**src/rtl/jtframe_cen_meter_pkg.sv**
```systemverilog
// Shared definitions for the cen meter: FSM state encoding and the
// all-ones initial value used by the minimum-spacing accumulator.
package jtframe_cen_meter_pkg;

    typedef enum logic [1:0] {
        ST_IDLE = 2'd0,
        ST_MEAS = 2'd1,
        ST_DONE = 2'd2
    } state_t;

    // All-ones value of width w (w <= 32); also the saturation level of a w-bit counter.
    function automatic logic [31:0] min_init(input int w);
        return 32'((64'd1 << w) - 64'd1);
    endfunction

endpackage

```
**src/rtl/jtframe_cen_period.sv**
```systemverilog
// Saturating pulse-to-pulse gap counter with min/max/overflow accumulators.
// The first sampled pulse only arms the counter; later pulses produce spacings.
module jtframe_cen_period
    import jtframe_cen_meter_pkg::*;
#(
    parameter int WP = 8
) (
    input  logic          clk,
    input  logic          rst,
    input  logic          clr,
    input  logic          en,
    input  logic          cen,
    output logic [WP-1:0] min,
    output logic [WP-1:0] max,
    output logic          ovf,
    output logic          npulse_ge2
);

    localparam logic [WP-1:0] SAT = WP'(min_init(WP));

    logic          armed_q, armed_d;
    logic [WP-1:0] gap_q, gap_d;
    logic [WP-1:0] min_q, min_d;
    logic [WP-1:0] max_q, max_d;
    logic          ovf_q, ovf_d;
    logic          ge2_q, ge2_d;
    logic [WP-1:0] spacing;

    always_comb begin
        // NOTE: every signal assigned here gets a default first so no path leaves it unassigned (no latch).
        armed_d = armed_q;
        gap_d   = gap_q;
        min_d   = min_q;
        max_d   = max_q;
        ovf_d   = ovf_q;
        ge2_d   = ge2_q;
        spacing = (gap_q == SAT) ? SAT : gap_q + 1'b1;

        if (clr) begin
            armed_d = 1'b0;
            gap_d   = '0;
            min_d   = SAT;
            max_d   = '0;
            ovf_d   = 1'b0;
            ge2_d   = 1'b0;
        end else if (en) begin
            if (cen) begin
                armed_d = 1'b1;
                gap_d   = '0;
                if (armed_q) begin
                    ge2_d = 1'b1;
                    if (gap_q == SAT) ovf_d = 1'b1;
                    if (spacing < min_q) min_d = spacing;
                    if (spacing > max_q) max_d = spacing;
                end
            end else if (armed_q && gap_q != SAT) begin
                gap_d = gap_q + 1'b1;
            end
        end
    end

    always_ff @(posedge clk or posedge rst) begin
        if (rst) begin
            armed_q <= 1'b0;
            gap_q   <= '0;
            min_q   <= SAT;
            max_q   <= '0;
            ovf_q   <= 1'b0;
            ge2_q   <= 1'b0;
        end else begin
            // NOTE: non-blocking so every flop samples the pre-edge values of the others.
            armed_q <= armed_d;
            gap_q   <= gap_d;
            min_q   <= min_d;
            max_q   <= max_d;
            ovf_q   <= ovf_d;
            ge2_q   <= ge2_d;
        end
    end

    assign min        = min_q;
    assign max        = max_q;
    assign ovf        = ovf_q;
    assign npulse_ge2 = ge2_q;

endmodule

```
**src/rtl/jtframe_cen_meter.sv**
```systemverilog
// Measures a cen stream over a window of m clk cycles: pulse count plus
// min/max pulse spacing, with a start/done handshake and held results.
module jtframe_cen_meter
    import jtframe_cen_meter_pkg::*;
#(
    parameter int WC = 10,
    parameter int WP = 8
) (
    input  logic          clk,
    input  logic          rst,
    input  logic          cen,
    input  logic          start,
    input  logic [WC-1:0] m,
    output logic          busy,
    output logic          done,
    output logic [WC-1:0] n,
    output logic [WP-1:0] min_per,
    output logic [WP-1:0] max_per,
    output logic          ovf
);

    state_t        state_q, state_d;
    logic [WC-1:0] win_q, win_d;
    logic [WC-1:0] cnt_q, cnt_d;
    logic          busy_q, busy_d;
    logic          done_q, done_d;
    logic [WC-1:0] n_q, n_d;
    logic [WP-1:0] min_per_q, min_per_d;
    logic [WP-1:0] max_per_q, max_per_d;
    logic          ovf_q, ovf_d;

    logic          acc_clr, acc_en;
    logic [WP-1:0] acc_min, acc_max;
    logic          acc_ovf, acc_ge2;

    jtframe_cen_period #(.WP(WP)) u_period (
        .clk        (clk),
        .rst        (rst),
        .clr        (acc_clr),
        .en         (acc_en),
        .cen        (cen),
        .min        (acc_min),
        .max        (acc_max),
        .ovf        (acc_ovf),
        .npulse_ge2 (acc_ge2)
    );

    always_comb begin
        state_d   = state_q;
        win_d     = win_q;
        cnt_d     = cnt_q;
        busy_d    = busy_q;
        done_d    = 1'b0;
        n_d       = n_q;
        min_per_d = min_per_q;
        max_per_d = max_per_q;
        ovf_d     = ovf_q;
        acc_clr   = 1'b0;
        acc_en    = 1'b0;

        case (state_q)
            ST_IDLE: begin
                if (start) begin
                    win_d   = m;
                    cnt_d   = '0;
                    acc_clr = 1'b1;
                    busy_d  = 1'b1;
                    state_d = (m == '0) ? ST_DONE : ST_MEAS;
                end
            end
            ST_MEAS: begin
                acc_en = 1'b1;
                win_d  = win_q - 1'b1;
                if (cen) cnt_d = cnt_q + 1'b1;
                if (win_q == WC'(1)) state_d = ST_DONE;
            end
            ST_DONE: begin
                n_d       = cnt_q;
                ovf_d     = acc_ovf;
                // Fewer than two pulses means no spacing was ever measured.
                min_per_d = acc_ge2 ? acc_min : '0;
                max_per_d = acc_ge2 ? acc_max : '0;
                done_d    = 1'b1;
                busy_d    = 1'b0;
                state_d   = ST_IDLE;
            end
            default: state_d = ST_IDLE;
        endcase
    end

    always_ff @(posedge clk or posedge rst) begin
        if (rst) begin
            state_q   <= ST_IDLE;
            win_q     <= '0;
            cnt_q     <= '0;
            busy_q    <= 1'b0;
            done_q    <= 1'b0;
            n_q       <= '0;
            min_per_q <= '0;
            max_per_q <= '0;
            ovf_q     <= 1'b0;
        end else begin
            state_q   <= state_d;
            win_q     <= win_d;
            cnt_q     <= cnt_d;
            busy_q    <= busy_d;
            done_q    <= done_d;
            n_q       <= n_d;
            min_per_q <= min_per_d;
            max_per_q <= max_per_d;
            ovf_q     <= ovf_d;
        end
    end

    assign busy    = busy_q;
    assign done    = done_q;
    assign n       = n_q;
    assign min_per = min_per_q;
    assign max_per = max_per_q;
    assign ovf     = ovf_q;

endmodule

```
**config.mk**
```make
export PLATFORM = sky130hd
export DESIGN_NAME = jtframe_cen_meter
export DESIGN_NICKNAME = d
export VERILOG_FILES = /design/src/rtl/jtframe_cen_meter_pkg.sv /design/src/rtl/jtframe_cen_period.sv /design/src/rtl/jtframe_cen_meter.sv
export SDC_FILE = /design/constraint.sdc
export NUM_CORES = 1
export LEC_CHECK = 0
export BUFFER_PORTS_ARGS = -buffer_cell sky130_fd_sc_hd__buf_2
export CELL_PAD_IN_SITES_DETAIL_PLACEMENT = 1
export CELL_PAD_IN_SITES_GLOBAL_PLACEMENT = 2
export CORE_MARGIN = 3
export CORE_UTILIZATION = 38
export DETAILED_ROUTE_END_ITERATION = 8
export GPL_TIMING_DRIVEN = 0
export PLACE_DENSITY_LB_ADDON = 0.1
export SETUP_SLACK_MARGIN = 0.05
export SYNTH_ARGS = -nofsm -noshare
export SYNTH_HDL_FRONTEND = slang
export SYNTH_HIERARCHICAL = 1
export SYNTH_SLANG_ARGS = --single-unit
```
**constraint.sdc**
```tcl
create_clock -name clk -period 4.2 [get_ports clk]
set_input_delay 0.84 -clock clk [delete_from_list [all_inputs] [get_ports clk]]
set_output_delay 0.84 -clock clk [all_outputs]
set_load 0.02 [all_outputs]
```
==> flow_metrics.py, run 1 <==
metrics = {
    "timing": {
        "period_share_pct": 77.89,
        "finalSetupViolCount": 0,
        "max_clock_freq_mhz": 305.7,
        "skew_ns": 0.007586,
        "rsz0062_at_grt": "no",
        "setup_tns_ns": 0,
        "hold_violations": 0,
        "fin_crit_ns": 3.271,
        "slew_headroom_pct": 29.37,
        "worst_slew_pin_slew_ns": 1.058,
        "slew_violations": 0,
    },
    "critical_path": {
        "critPathCaptureType": "register",
        "setup.worst_path.class": "register to register",
        "critical_path_buf_inv_count": 0,
        "cpMaxStageDelayCell": "o311ai_4",
        "crit_chain": "ha_1, and4_4, nand2_1, mux2_2, ha_1, and4_1, nand3_1, o311ai_4, nand3_2, a221oi_2",
        "critPathLaunchType": "register",
        "path_delay_family": "simple AND/OR/NAND/NOR gates",
        "worst_path_largest_cell_delay_ns": 0.45,
        "worst_path_most_repeated_cell": "ha_1",
        "worst_ep_arrival_time_ns": 3.52,
        "cp.required_ns": 4.45,
        "critPathMaxFanout": 6,
    },
    "logic_synthesis": {
        "synth_seq_area_share_pct": 45.23,
        "yosys_warnings": 6,
        "yosys.area.top_type": "dfrtp_1",
        "synth_cell_types": 72,
        "netlist.area_leader.share_pct": 40.38,
        "syn_inst": 441,
        "synthTopCellsByArea": "dfrtp_1, ha_1, dfstp_2",
        "ys_ff_latch": 78,
        "yosysMostFrequentCell": "dfrtp_1",
        "syn_avg_cell_area_um2": 9.837,
        "synth-async-reset-ratio_pct": 100.0,
        "synth_edf_count": 0,
        "synth_common_cells": "dfrtp_1, nand2_1, inv_1, nor2_1, o21ai_0",
        "synth_area_um2": 4338,
        "synthFlopType": "dfrtp_1",
        "synth_fp_nets": 473,
    },
    "drt": {
        "post_drt_wl_per_cell_um": 18.02,
        "drcViolationCount": 0,
        "initialDrtViolationCount": 120,
        "vias": 3592,
        "vias_per_cell": 5.613,
        "first_pass_iters": 4,
        "wirelength_um": 11530,
        "ant_nets": 0,
    },
    "global_routing": {
        "grt_max_degree": 34,
        "grtUsageTotal_pct": 19.62,
        "first_global_vias": 3789,
        "grt_overflow_total": 0,
        "antenna_found_initial": 0,
        "grt_pass1_wl_um": 19810,
    },
    "clock_tree": {
        "numCtsBuffers": 9,
        "postCtsHoldBufs": 0,
        "clk_pin_slew_ns": 0.06,
        "worstSkewPairLatency_ns": 0.35,
        "cts_max_path_buffers": 2,
        "cts-resized-gates": 0,
        "htreeDepth": 3,
        "cts_setup_buffers": 0,
        "cts_tree": "done",
        "cts_sinks": 78,
        "cts-root-buf": "clkbuf_16",
    },
    "floorplanning": {
        "ioPinCount": 43,
        "die-area_um2": 12730,
        "start_util_pct": 39.50,
        "die_height_um": 112.8,
        "rows": 38,
        "core_um2": 10980,
        "die_w_um": 112.8,
    },
    "cells_and_area": {
        "n_antenna_cell": 0,
        "multi_input_area_um2": 2135,
        "area.growth.synth_to_final_pct": 15.72,
        "seqCellArea_um2": 1962,
        "drive_gt1_share_pct": 23.20,
        "final_nets": 527,
        "filler_cell_count": 1263,
    },
    "pwr": {
        "ir_drop_mv": 0.2855,
        "leakage_nw": 2.324,
        "powerDensity_nw_per_um2": 636.1,
        "total_power_mw": 3.193,
    },
    "placed_design": {
        "dp_hpwl_um": 8835,
        "place_congestion": 0.8149,
        "portBuffers": 42,
    },
    "run": {
        "maxCapViolations": 0,
    },
    "status": {
        "status": "complete, no violations",
    },
    "worst_hold_path": {
        "hp-class": "register to register",
    },
}
[final timing paths]
check | startpoint | to | slack, ns | cells past startpoint
hold reg to reg | min_per[4]$_DFFE_PP0P_ | min_per[4]$_DFFE_PP0P_ | 0.48 | 2
setup reg to reg | u_period/gap_q[0]$_DFFE_PP0P_ | u_period/max[2]$_DFFE_PP0P_ | 0.93 | 10
min in group asynchronous | rst | win_q[8]$_DFFE_PP0P_ | 0.50 | 2
setup / recovery | u_period/gap_q[0]$_DFFE_PP0P_ | u_period/max[2]$_DFFE_PP0P_ | 0.93 | 10
hold / removal | min_per[4]$_DFFE_PP0P_ | min_per[4]$_DFFE_PP0P_ | 0.48 | 2
max in group asynchronous | rst | u_period/max[2]$_DFFE_PP0P_ | 2.79 | 2
[tightest hold or removal path: stages, from the launching register on]
cell and delay (ns):
dfrtp_1 0.34, nand2_1 0.05, o21ai_0 0.06
[layout by cell type, fill, tap and decap left out, drive strengths merged, types with 4 or more instances in the layout]
cell	n
inv	33
o21ai	28
and3	6
dfrtp	70
a21oi	24
nand3	14
ha	18
nand4	8
dfstp	8
nor2	29
mux2i	13
a31oi	11
clkinv	6
o31ai	7
nand2b	6
mux2	12
nand2	54
buf	52
o211ai	4
nor4	6
or4	10
clkbuf	22
or3	5
[registers in the layout, indices dropped and copies added (netlist names), 2 cells and up]
register / cells
cnt_q: 10
max_per: 8
min_per: 8
n: 10
state_q: 2
u_period/gap_q: 8
u_period/max: 8
u_period/min: 8
win_q: 10
[power breakdown]
group          switching [mW]  internal, mW
sequential              0.174         0.941
clock                   0.330         0.401
combinational           0.817         0.530
[stage by stage]
step           hold WS (ns)  cells  cell area, µm²  util, %  worst slack (ns)
3_3_place_gp         0.4598    623            4723    43.01            0.9947
4_1_cts              0.4813    640            5020    45.71            0.9388
6_report             0.4784    640            5020    45.71            0.9287
5_1_grt              0.5143    640            5020    45.71            0.7184
3_5_place_dp         0.4670    624            4743    43.19            0.9307
2_1_floorplan        0.4442    441            4338        -             1.273
[kinds of logic (layout without fill, tap and decap cells)]
logic type | count (synthesis) | count (layout) | synth area share (%)
compound gates | 111 | 111 | 18.66
xor+xnor | 2 | 2 | 0.4039
fa+ha+maj | 18 | 18 | 5.192
buf+inv | 55 | 114 | 5.567
flops | 78 | 78 | 45.23
mux | 25 | 25 | 6.201
simple gates | 152 | 152 | 18.75
[metal layers]
metal  wire [µm]  global-route usage [%]  up-vias
met5           0                       0        -
met4         191                   7.612        0
met3         355                   3.155       13
met2        5630                   31.99       47
met1        5356                   26.23     1806
li1            -                       -     1726
[layout make-up]
cell class	count	share of cell area, %
Buffer	22	2.293
Tap cell	140	3.490
Timing Repair Buffer	43	4.586
Sequential cell	78	39.08
Clock inverter	7	1.022
Clock buffer	9	4.487
Multi-Input combinational cell	308	42.52
Inverter	33	2.517
No activity file was read; power rests on OpenSTA's default activity.
==> run 2: changes to the inputs <==
--- a/config.mk
+++ b/config.mk
@@ -5,11 +5,12 @@
 export SDC_FILE = /design/constraint.sdc
 export NUM_CORES = 1
 export LEC_CHECK = 0
+export ABC_AREA = 1
 export BUFFER_PORTS_ARGS = -buffer_cell sky130_fd_sc_hd__buf_2
 export CELL_PAD_IN_SITES_DETAIL_PLACEMENT = 1
 export CELL_PAD_IN_SITES_GLOBAL_PLACEMENT = 2
 export CORE_MARGIN = 3
-export CORE_UTILIZATION = 38
+export CORE_UTILIZATION = 35
 export DETAILED_ROUTE_END_ITERATION = 8
 export GPL_TIMING_DRIVEN = 0
 export PLACE_DENSITY_LB_ADDON = 0.1
==> constraint.sdc (replaced) <==
create_clock -name clk -period 3.1 [get_ports clk]
set_input_delay 0.62 -clock clk [delete_from_list [all_inputs] [get_ports clk]]
set_output_delay 0.62 -clock clk [all_outputs]
set_load 0.02 [all_outputs]
==> run 2 against run 1 <==
Net effect: core utilization is 2.4 points lower; register-to-register slack worse by 0.63 ns; die area is 7.2% higher; via count is 3.2% higher; cell area is 1.1% higher; clock skew is 0.0016 ns lower; combinational power is 38% higher; critical path type unchanged; critical endpoint is now u_period/max[6]$_DFFE_PP0P_.
==> flow_metrics.py, run 2 <==
metrics = {
    "drt": {
        "post_drt_wl_per_cell_um": 15.45,
        "first_pass_iters": 4,
        "initialDrtViolationCount": 149,
        "vias": 3707,
        "wirelength_um": 11560,
        "ant_nets": 0,
        "vias_per_cell": 4.956,
        "drcViolationCount": 0,
    },
    "timing": {
        "max_clock_freq_mhz": 357.2,
        "worst_slew_pin_slew_ns": 1.076,
        "period_share_pct": 90.31,
        "worst_slack_ns": 0.3004,
        "slew_headroom_pct": 28.15,
        "finalSetupViolCount": 0,
        "slew_violations": 0,
        "rsz0062_at_grt": "no",
        "skew_ns": 0.005998,
        "fin_crit_ns": 2.800,
        "hold_violations": 0,
        "setup_tns_ns": 0,
    },
    "floorplanning": {
        "die_w_um": 116.9,
        "die_height_um": 116.9,
        "rows": 39,
        "start_util_pct": 36.73,
        "core_um2": 11710,
        "ioPinCount": 43,
        "die-area_um2": 13660,
    },
    "cells_and_area": {
        "layout_common_cells": "nand2_1, dfrtp_1, inv_1",
        "drive_gt1_share_pct": 17.52,
        "mostFrequentLayoutCell": "nand2_1",
        "final_nets": 632,
        "area.growth.synth_to_final_pct": 17.95,
        "filler_cell_count": 1488,
        "n_antenna_cell": 0,
        "final_util_pct": 43.32,
    },
    "critical_path": {
        "worst_ep_arrival_time_ns": 3.07,
        "critPathCaptureType": "register",
        "critPathMaxFanout": 9,
        "setup.worst_path.class": "register to register",
        "critPathLaunchType": "register",
        "cp.required_ns": 3.37,
    },
    "logic_synthesis": {
        "synthFlopType": "dfrtp_1",
        "synth_seq_area_share_pct": 45.61,
        "synth_edf_count": 0,
        "synth_area_um2": 4302,
        "synthTopCellsByArea": "dfrtp_1, nand2_1, nand3_1",
        "synth-async-reset-ratio_pct": 100.0,
        "syn_inst": 546,
        "syn_avg_cell_area_um2": 7.878,
        "yosys.area.top_type": "dfrtp_1",
        "synth_cell_types": 37,
        "yosysMostFrequentCell": "nand2_1",
        "synth_common_cells": "nand2_1, dfrtp_1, inv_1, nand3_1, nor2_1",
        "ys_ff_latch": 78,
        "synth_fp_nets": 578,
        "netlist.area_leader.share_pct": 40.72,
        "yosys_warnings": 6,
    },
    "clock_tree": {
        "postCtsHoldBufs": 0,
        "htreeDepth": 3,
        "cts_sinks": 78,
        "cts_tree": "done",
        "clk_pin_slew_ns": 0.06,
        "cts-root-buf": "clkbuf_16",
        "cts-resized-gates": 0,
        "numCtsBuffers": 9,
        "cts_setup_buffers": 0,
        "worstSkewPairLatency_ns": 0.34,
        "cts_max_path_buffers": 2,
    },
    "global_routing": {
        "antenna_found_initial": 0,
        "grt_pass1_wl_um": 19780,
        "first_global_vias": 3913,
        "grt_overflow_total": 0,
        "grtUsageTotal_pct": 18.57,
        "grt_max_degree": 42,
    },
    "placed_design": {
        "dp_hpwl_um": 8807,
        "portBuffers": 42,
        "dp_slack_ns": 0.3051,
        "place_congestion": 0.7875,
    },
    "pwr": {
        "leakage_nw": 2.701,
        "powerDensity_nw_per_um2": 929.2,
        "ir_drop_mv": 0.4948,
    },
    "status": {
        "status": "complete, no violations",
    },
    "worst_hold_path": {
        "hp-class": "input pin to async pin",
    },
    "run": {
        "maxCapViolations": 0,
    },
}
==> run 2: final cells by class <==
class | instances | area [µm²] | area share [%]
timing repair buffer | 43 | 230.2 | 4.538
sequential | 78 | 1962 | 38.67
buffer | 14 | 70.07 | 1.381
multi-input combinational | 380 | 1992 | 39.26
tap | 143 | 178.9 | 3.527
clock buffer | 10 | 229.0 | 4.513
clock inverter | 6 | 133.9 | 2.639
inverter | 74 | 277.8 | 5.475
==> run 2: power breakdown <==
part / switching (mW) / total, mW / internal, mW
Combinational: 1.29 / 1.86 / 0.568
Clock: 0.423 / 1.29 / 0.868
Sequential: 0.223 / 1.56 / 1.34
==> run 2: worst paths after layout <==
check,slack (ns),end,start,cells past startpoint
setup / recovery,0.30,u_period/max[6]$_DFFE_PP0P_,u_period/gap_q[0]$_DFFE_PP0P_,15
hold / removal,0.22,win_q[9]$_DFFE_PP0P_,rst,2
setup reg to reg,0.30,u_period/max[6]$_DFFE_PP0P_,u_period/gap_q[0]$_DFFE_PP0P_,15
hold reg to reg,0.47,win_q[6]$_DFFE_PP0P_,win_q[6]$_DFFE_PP0P_,2
max in group asynchronous,1.88,u_period/max[2]$_DFFE_PP0P_,rst,2
min in group clk,0.47,win_q[6]$_DFFE_PP0P_,win_q[6]$_DFFE_PP0P_,2
==> run 2: per-layer routing <==
metal	track usage (%)	up-vias	wire, µm
met4	4.281	0	92
met5	0	-	0
met3	4.370	9	223
li1	-	1867	-
met1	23.93	1802	5470
met2	31.74	29	5769
==> run 2: stage by stage <==
stage / hold WS (ns) / total power, mW / cell area [µm²] / cells
2_1_floorplan: 0.4412 / 2.904 / 4302 / 546
3_3_place_gp: 0.4570 / 3.418 / 4691 / 731
3_5_place_dp: 0.4631 / 3.475 / 4711 / 732
4_1_cts: 0.2165 / 4.798 / 5074 / 748
5_1_grt: 0.2352 / 5.125 / 5074 / 748
6_report: 0.2213 / 4.714 / 5074 / 748
==> run 2: logic make-up after synthesis <==
group | count (synthesis) | synth area share (%)
buffers and inverters | 88 | 8.086
DFF | 78 | 45.61
AOI/OAI and AO/OA | 57 | 7.417
xor gates and xnor gates | 7 | 1.425
adders and majority gates | 18 | 5.236
and+or+nand+nor | 298 | 32.23
==> run 2: critical path, stage by stage (launching register included) <==
cell,delay [ns]
dfrtp_1,0.49
ha_1,0.25
nand2_2,0.08
nor2_4,0.13
nand3_1,0.10
xor2_1,0.17
nor2_1,0.20
inv_1,0.12
ha_1,0.31
nand4_1,0.12
o21ai_0,0.09
a31oi_1,0.26
nand2_4,0.16
nand2_8,0.13
nand3_2,0.07
nand2_1,0.07
